## src/rtl/sqrt_pkg.sv

```systemverilog
// Shared constants, helpers and payload types for the square root operand path.
package sqrt_pkg;

    localparam int unsigned DEFAULT_DATA_WIDTH = 32;

    // Phase value after reset; the core's second post-reset IDLE cycle lines up with phase 0.
    localparam int unsigned PHASE_RESET = 1;

    function automatic int unsigned ITERATIONS_F(input int unsigned data_width);
        return data_width / 2;
    endfunction

    function automatic int unsigned PERIOD_F(input int unsigned data_width);
        return ITERATIONS_F(data_width) + 2;
    endfunction

    typedef struct packed {
        logic                          valid;
        logic [DEFAULT_DATA_WIDTH-1:0] radicand;
    } handshake_t;

endpackage

```

## src/rtl/sqrt_operand_queue_if.sv

```systemverilog
// Producer-side handshake plus core-side issue signals of the operand queue.
interface sqrt_operand_queue_if #(
    parameter int unsigned DATA_WIDTH = 32,
    parameter int unsigned DEPTH      = 4
);
    localparam int unsigned CNT_W = $clog2(DEPTH) + 1;

    logic                  valid;
    logic [DATA_WIDTH-1:0] radicand;
    logic                  ready;
    logic [DATA_WIDTH-1:0] core_radicand;
    logic                  valid_entry;
    logic [CNT_W-1:0]      count;
    logic                  issue;

    modport master (
        output valid, radicand,
        input  ready, core_radicand, valid_entry, count, issue
    );

    modport slave (
        input  valid, radicand,
        output ready, core_radicand, valid_entry, count, issue
    );
endinterface

```

## src/rtl/sync_fifo.sv

```systemverilog
// Single-clock FIFO with occupancy counter; storage is cleared on reset.
module sync_fifo #(
    parameter int unsigned DEPTH      = 4,
    parameter int unsigned DATA_WIDTH = 32,
    localparam int unsigned PTR_W     = $clog2(DEPTH),
    localparam int unsigned CNT_W     = $clog2(DEPTH) + 1
) (
    input  logic                  clk,
    input  logic                  rst,
    input  logic                  push,
    input  logic                  pop,
    input  logic [DATA_WIDTH-1:0] wdata,
    output logic [DATA_WIDTH-1:0] rdata,
    output logic                  full,
    output logic                  empty,
    output logic [CNT_W-1:0]      count
);
    logic [DATA_WIDTH-1:0] mem [DEPTH];
    logic [PTR_W-1:0]      wr_ptr;
    logic [PTR_W-1:0]      rd_ptr;
    logic                  do_push;
    logic                  do_pop;

    assign full    = (count == CNT_W'(DEPTH));
    assign empty   = (count == '0);
    assign do_push = push && !full;
    assign do_pop  = pop && !empty;
    assign rdata   = mem[rd_ptr];

    // Pointers wrap naturally since DEPTH is a power of two.
    always_ff @(posedge clk or posedge rst) begin
        if (rst) begin
            for (int unsigned i = 0; i < DEPTH; i++) begin
                mem[i] <= '0;
            end
            wr_ptr <= '0;
            rd_ptr <= '0;
            count  <= '0;
        end else begin
            if (do_push) begin
                mem[wr_ptr] <= wdata;
                wr_ptr      <= wr_ptr + PTR_W'(1);
            end
            if (do_pop) begin
                rd_ptr <= rd_ptr + PTR_W'(1);
            end
            case ({do_push, do_pop})
                2'b10:   count <= count + CNT_W'(1);
                2'b01:   count <= count - CNT_W'(1);
                default: count <= count;
            endcase
        end
    end

endmodule

```

## src/rtl/sqrt_operand_queue.sv

```systemverilog
// Operand FIFO feeding the square root core, issuing only in the core's IDLE sampling cycle.
module sqrt_operand_queue
    import sqrt_pkg::*;
#(
    parameter int unsigned DATA_WIDTH = 32,
    parameter int unsigned DEPTH      = 4,
    parameter int unsigned ITERATIONS = ITERATIONS_F(DATA_WIDTH),
    parameter int unsigned PERIOD     = ITERATIONS + 2
) (
    input  logic                 clk,
    input  logic                 rst,
    input  logic                 clk_en,
    sqrt_operand_queue_if.slave  bus
);
    localparam int unsigned PHASE_W = $clog2(PERIOD);
    localparam int unsigned CNT_W   = $clog2(DEPTH) + 1;

    logic [PHASE_W-1:0]    phase_q;
    logic [PHASE_W-1:0]    phase_d;
    logic                  phase_zero;
    logic                  push;
    logic                  pop;
    logic                  full;
    logic                  empty;
    logic [CNT_W-1:0]      count;
    logic [DATA_WIDTH-1:0] head;

    assign phase_zero = (phase_q == '0);
    assign push       = clk_en && bus.valid && !full;
    assign pop        = clk_en && phase_zero && !empty;

    // Core samples head and valid_entry in the same cycle they are presented.
    assign bus.ready         = !full;
    assign bus.core_radicand = head;
    assign bus.valid_entry   = pop;
    assign bus.issue         = pop;
    assign bus.count         = count;

    // Phase mirrors the core's period and reloads whether or not data was issued.
    always_comb begin
        phase_d = phase_q;
        if (clk_en) begin
            phase_d = phase_zero ? PHASE_W'(PERIOD - 1) : phase_q - PHASE_W'(1);
        end
    end

    always_ff @(posedge clk or posedge rst) begin
        if (rst) begin
            phase_q <= PHASE_W'(PHASE_RESET);
        end else begin
            phase_q <= phase_d;
        end
    end

    sync_fifo #(
        .DEPTH      (DEPTH),
        .DATA_WIDTH (DATA_WIDTH)
    ) u_fifo (
        .clk   (clk),
        .rst   (rst),
        .push  (push),
        .pop   (pop),
        .wdata (bus.radicand),
        .rdata (head),
        .full  (full),
        .empty (empty),
        .count (count)
    );

endmodule

```

## src/flat_wrapper.sv

```systemverilog
// flat-port wrapper written by rule: the top's interface ports become plain ports
module sqrt_operand_queue_flat import sqrt_pkg::*;
#(
    parameter int unsigned DATA_WIDTH = 32,
    parameter int unsigned DEPTH      = 4,
    parameter int unsigned ITERATIONS = ITERATIONS_F(DATA_WIDTH),
    parameter int unsigned PERIOD     = ITERATIONS + 2
)
  (clk, rst, clk_en, bus_valid, bus_radicand, bus_ready, bus_core_radicand, bus_valid_entry, bus_count, bus_issue);
  sqrt_operand_queue_if #(.DATA_WIDTH(DATA_WIDTH), .DEPTH(DEPTH)) bus_i ();
  input  logic clk;
  input  logic rst;
  input  logic clk_en;
  input wire logic [$bits(bus_i.valid)-1:0] bus_valid;
  input wire logic [$bits(bus_i.radicand)-1:0] bus_radicand;
  output wire logic [$bits(bus_i.ready)-1:0] bus_ready;
  output wire logic [$bits(bus_i.core_radicand)-1:0] bus_core_radicand;
  output wire logic [$bits(bus_i.valid_entry)-1:0] bus_valid_entry;
  output wire logic [$bits(bus_i.count)-1:0] bus_count;
  output wire logic [$bits(bus_i.issue)-1:0] bus_issue;
  assign bus_i.valid = bus_valid;
  assign bus_i.radicand = bus_radicand;
  assign bus_ready = bus_i.ready;
  assign bus_core_radicand = bus_i.core_radicand;
  assign bus_valid_entry = bus_i.valid_entry;
  assign bus_count = bus_i.count;
  assign bus_issue = bus_i.issue;
  sqrt_operand_queue #(.DATA_WIDTH(DATA_WIDTH), .DEPTH(DEPTH), .ITERATIONS(ITERATIONS), .PERIOD(PERIOD)) u_core (.clk(clk), .rst(rst), .clk_en(clk_en), .bus(bus_i));
endmodule
```

## config.mk

```make
export PLATFORM = sky130hd
export DESIGN_NAME = sqrt_operand_queue_flat
export DESIGN_NICKNAME = d
export VERILOG_FILES = /design/src/rtl/sqrt_pkg.sv /design/src/rtl/sqrt_operand_queue_if.sv /design/src/rtl/sync_fifo.sv /design/src/rtl/sqrt_operand_queue.sv /design/src/flat_wrapper.sv
export SDC_FILE = /design/constraint.sdc
export NUM_CORES = 1
export LEC_CHECK = 0
export ABC_AREA = 1
export BUFFER_PORTS_ARGS = -buffer_cell sky130_fd_sc_hd__buf_4
export CORE_MARGIN = 8
export CORE_UTILIZATION = 35
export DETAILED_ROUTE_END_ITERATION = 16
export HOLD_SLACK_MARGIN = 0.1
export PLACE_DENSITY_LB_ADDON = 0.12
export SLEW_MARGIN = 5
export SYNTH_ARGS = -nofsm -noshare
export SYNTH_HDL_FRONTEND = slang
export SYNTH_SLANG_ARGS = --single-unit
```

## constraint.sdc

```tcl
create_clock -name clk -period 8.4 [get_ports clk]
set_input_delay 0.42 -clock clk [delete_from_list [all_inputs] [get_ports clk]]
set_output_delay 0.42 -clock clk [all_outputs]
set_load 0.02 [all_outputs]
```

==> metrics.txt <==
starting density of the core=0.354; top flip-flop cell by instance count after synthesis=sky130_fd_sc_hd__dfrtp_1; via density per instance=~5.3; count of buffers from port buffering=73; Worst Setup Path Type=reg2out; H-Tree Level Count=4; number of hold buffers added after cts=0; number of buffers inserted during clock tree synthesis=17; iteration count of the initial detailed-routing pass=5; vias=6,090; Leakage=0.00413 µW; Iter 0 DRT Violations=roughly 490; synthesized netlist net count=approximately 900; power density over the cells=~450 nW/µm²; Critical Path Sink Type=output port; count of endpoints failing hold in the final timing report=0; wire length per cell after detailed routing=about 18 µm; post-detailed-routing wire length=21.0 mm; number of fillers in the final layout=1,995; crit path launch=u_core.u_fifo.rd_ptr[1]; area of the core region=19,300 µm²; Mapped Cells=approximately 850; die width=about 160 µm; Max rail drop VDD=~180 µV; number of max-capacitance violations reported=0; total of warnings raised by yosys=0; arrival time worst endpoint=between 2 and 3 ns; Fin Hold WS=about 0.12 ns; clock slew seen by the registers of the worst setup and hold paths=roughly 0.050 ns; HPWL reported at the end of detailed placement=11.7 mm; part of the cycle the worst path needs=0.369; slew margin rel.=0.225; number of global-route vias before repair=6,088; total global routing overflow=0; Mean Syn Cell Area=around 8 µm²; Layout Cells excl Fill=1,153; class of the tightest hold or removal check=in2async; number of ports placed on the die boundary=74; flop and latch count out of synthesis=140; post-placement worst setup slack=~5.0 ns; final setup violating endpoints=0; CP startpoint kind=flop; total setup buffers inserted after CTS=0; outcome=completed; area of the mapped netlist=slightly below 7000 µm²; largest net degree at the start of global routing=between 70 and 80; Crit Reg-Reg Endpoint=u_core.u_fifo.mem[66]; async set-reset flop share out of synthesis=1.00; reg-to-reg startpoint=u_core.u_fifo.count[0]; largest fanout of any net on the critical path=35; setup_tns=0 ns; measured slew at the worst slew-check pin=1.16 ns; Nets=918; y dimension of the die=approximately 160 µm; first-pass GRT wire length=between 30 and 40 mm; Max Transition Viols Final=0; sequential-to-total area share from yosys stat=0.512; final critical-path required period=3.10 ns; Placed Cells incl. Taps=1,120; clock tree from TritonCTS=done; post-cts gate resize count=0; Clock Path Buffers=2; R2R depth=7; Layout Area Growth over Synthesis=19.1%; setup repair after global routing missed its margin=false; initial antenna violation count=1; Antenna Violating Nets Remaining=0; clock latency of the later-clocked register in the worst-skew pair=about 0.42 ns; final setup slack of the worst path=between 5 and 6 ns; Post-route DRC=0; EDFF count, synth=0; FP Rows=a little over 50; Reg2Reg Setup Slack=5.52 ns; GRT Resource Usage Total=0.180; Clock Root Buffer=sky130_fd_sc_hd__clkbuf_16; Num Clock Sinks=140; final estimated routing congestion in global placement=0.741; Post-Route Skew=roughly 0.013 ns; maximum frequency from static timing analysis=around 320 MHz; CP Capture Point=bus_core_radicand[19]; ratio of cells with drive above 1 in the final layout=0.138; die area=24,300 µm²; number of distinct library cells after synthesis=21; required time reported for the critical path endpoint=7.98 ns
==> cells in the final DEF (no fill, tap or decap) <==
| master | count |
|---|---|
| sky130_fd_sc_hd__clkbuf_1 | 2 |
| sky130_fd_sc_hd__dfrtp_1 | 138 |
| sky130_fd_sc_hd__bufinv_16 | 7 |
| sky130_fd_sc_hd__nand3_1 | 13 |
| sky130_fd_sc_hd__diode_2 | 1 |
| sky130_fd_sc_hd__clkinv_2 | 3 |
| sky130_fd_sc_hd__nand2_1 | 279 |
| sky130_fd_sc_hd__clkbuf_8 | 2 |
| sky130_fd_sc_hd__o21ai_0 | 68 |
| sky130_fd_sc_hd__clkinvlp_4 | 1 |
| sky130_fd_sc_hd__nand2_4 | 1 |
| sky130_fd_sc_hd__xnor2_1 | 1 |
| sky130_fd_sc_hd__clkbuf_16 | 17 |
| sky130_fd_sc_hd__nor2_1 | 74 |
| sky130_fd_sc_hd__buf_4 | 86 |
| sky130_fd_sc_hd__ha_1 | 7 |
| sky130_fd_sc_hd__inv_6 | 2 |
| sky130_fd_sc_hd__o22ai_1 | 32 |
| sky130_fd_sc_hd__inv_1 | 19 |
| sky130_fd_sc_hd__inv_2 | 1 |
| sky130_fd_sc_hd__dfrtp_2 | 1 |
| sky130_fd_sc_hd__xor2_1 | 3 |
| sky130_fd_sc_hd__dfstp_2 | 1 |
| sky130_fd_sc_hd__fa_1 | 1 |
| sky130_fd_sc_hd__nand4_1 | 128 |
==> layout make-up <==
| class | instances | area [µm²] | area share |
|---|---|---|---|
| flip-flops and latches | 140 | 3510 | 0.430 |
| multi-input cells | 607 | 2890 | 0.354 |
| repair buffers | 86 | 646 | 0.0792 |
| clock buffers | 21 | 460 | 0.0565 |
| well taps | 265 | 332 | 0.0407 |
| clock inverters | 11 | 236 | 0.0290 |
| inverters | 22 | 88.8 | 0.0109 |
| diodes | 1 | 2.50 | 0.000307 |
==> flip-flops by register name, indices dropped and copies added (netlist names) <==
register              flops
u_core.u_fifo.wr_ptr      2
u_core.u_fifo.count       3
u_core.u_fifo.mem       128
u_core.u_fifo.rd_ptr      2
u_core.phase_q            5
==> cell families after synthesis <==
group           Yosys count  synth area share
fa+ha+maj                 8            0.0157
xor+xnor                  4           0.00512
flops                   140             0.512
simple gates            495             0.321
buf+inv                 100            0.0678
compound gates          100            0.0789
==> critical path, cell delays in order (launching register included) <==
cell and delay [ns]:
sky130_fd_sc_hd__dfrtp_1 0.35, sky130_fd_sc_hd__buf_4 0.27, sky130_fd_sc_hd__inv_1 0.89, sky130_fd_sc_hd__o21ai_0 0.24, sky130_fd_sc_hd__o22ai_1 0.30, sky130_fd_sc_hd__buf_4 0.21
==> worst min path at each step <==
| stage | from | to | depth (start not counted) |
|---|---|---|---|
| final | rst | u_core.u_fifo.count[0] | 2 |
| after global routing | rst | u_core.u_fifo.mem[97] | 2 |
| after CTS | rst | u_core.u_fifo.wr_ptr[0] | 2 |
| after detailed placement | u_core.u_fifo.mem[55] | u_core.u_fifo.mem[55] | 2 |
| after global placement | u_core.u_fifo.mem[78] | u_core.u_fifo.mem[78] | 2 |
| after floorplan | u_core.u_fifo.mem[63] | u_core.u_fifo.mem[63] | 2 |
==> layer usage <==
metal | global-route usage | vias up | routed length [µm] | share of wire
li1 | - | 2939 | - | -
met1 | 0.248 | 3000 | 10100 | 0.48
met2 | 0.281 | 132 | 9780 | 0.46
met3 | 0.0319 | 19 | 837 | 0.040
met4 | 0.0587 | 0 | 317 | 0.015
met5 | 0 | - | 0 | 0
==> synthesized netlist by cell type (2+ instances only) <==
| library cell | number | area, µm² |
|---|---|---|
| sky130_fd_sc_hd__nor2_1 | 74 | 278 |
| sky130_fd_sc_hd__o21ai_0 | 68 | 340 |
| sky130_fd_sc_hd__clkbuf_1 | 32 | 120 |
| sky130_fd_sc_hd__nand4_1 | 128 | 801 |
| sky130_fd_sc_hd__buf_2 | 31 | 155 |
| sky130_fd_sc_hd__xor2_1 | 3 | 26.3 |
| sky130_fd_sc_hd__nand3_1 | 13 | 65.1 |
| sky130_fd_sc_hd__inv_1 | 21 | 78.8 |
| sky130_fd_sc_hd__buf_1 | 2 | 7.51 |
| sky130_fd_sc_hd__buf_4 | 11 | 82.6 |
| sky130_fd_sc_hd__ha_1 | 7 | 87.6 |
| sky130_fd_sc_hd__nand2_1 | 279 | 1050 |
| sky130_fd_sc_hd__o22ai_1 | 32 | 200 |
| sky130_fd_sc_hd__dfrtp_1 | 139 | 3480 |
==> report_power, final <==
group	switching [µW]	leakage [µW]	internal [µW]	total [µW]
Clock	295	0.000338	603	899
Combinational	1070	0.00203	524	1590
Sequential	168	0.00176	985	1150
Total	1530	0.00413	2110	3640
==> metrics by stage <==
step	power, µW	utilization	area, µm²
6_report	3640	0.422	8160
5_1_grt	3920	0.422	8160
4_1_cts	3680	0.422	8150
3_5_place_dp	2770	0.386	7460
3_3_place_gp	2770	0.386	7460
2_1_floorplan	2180	-	6850
Power figures use the tool's default switching activity.
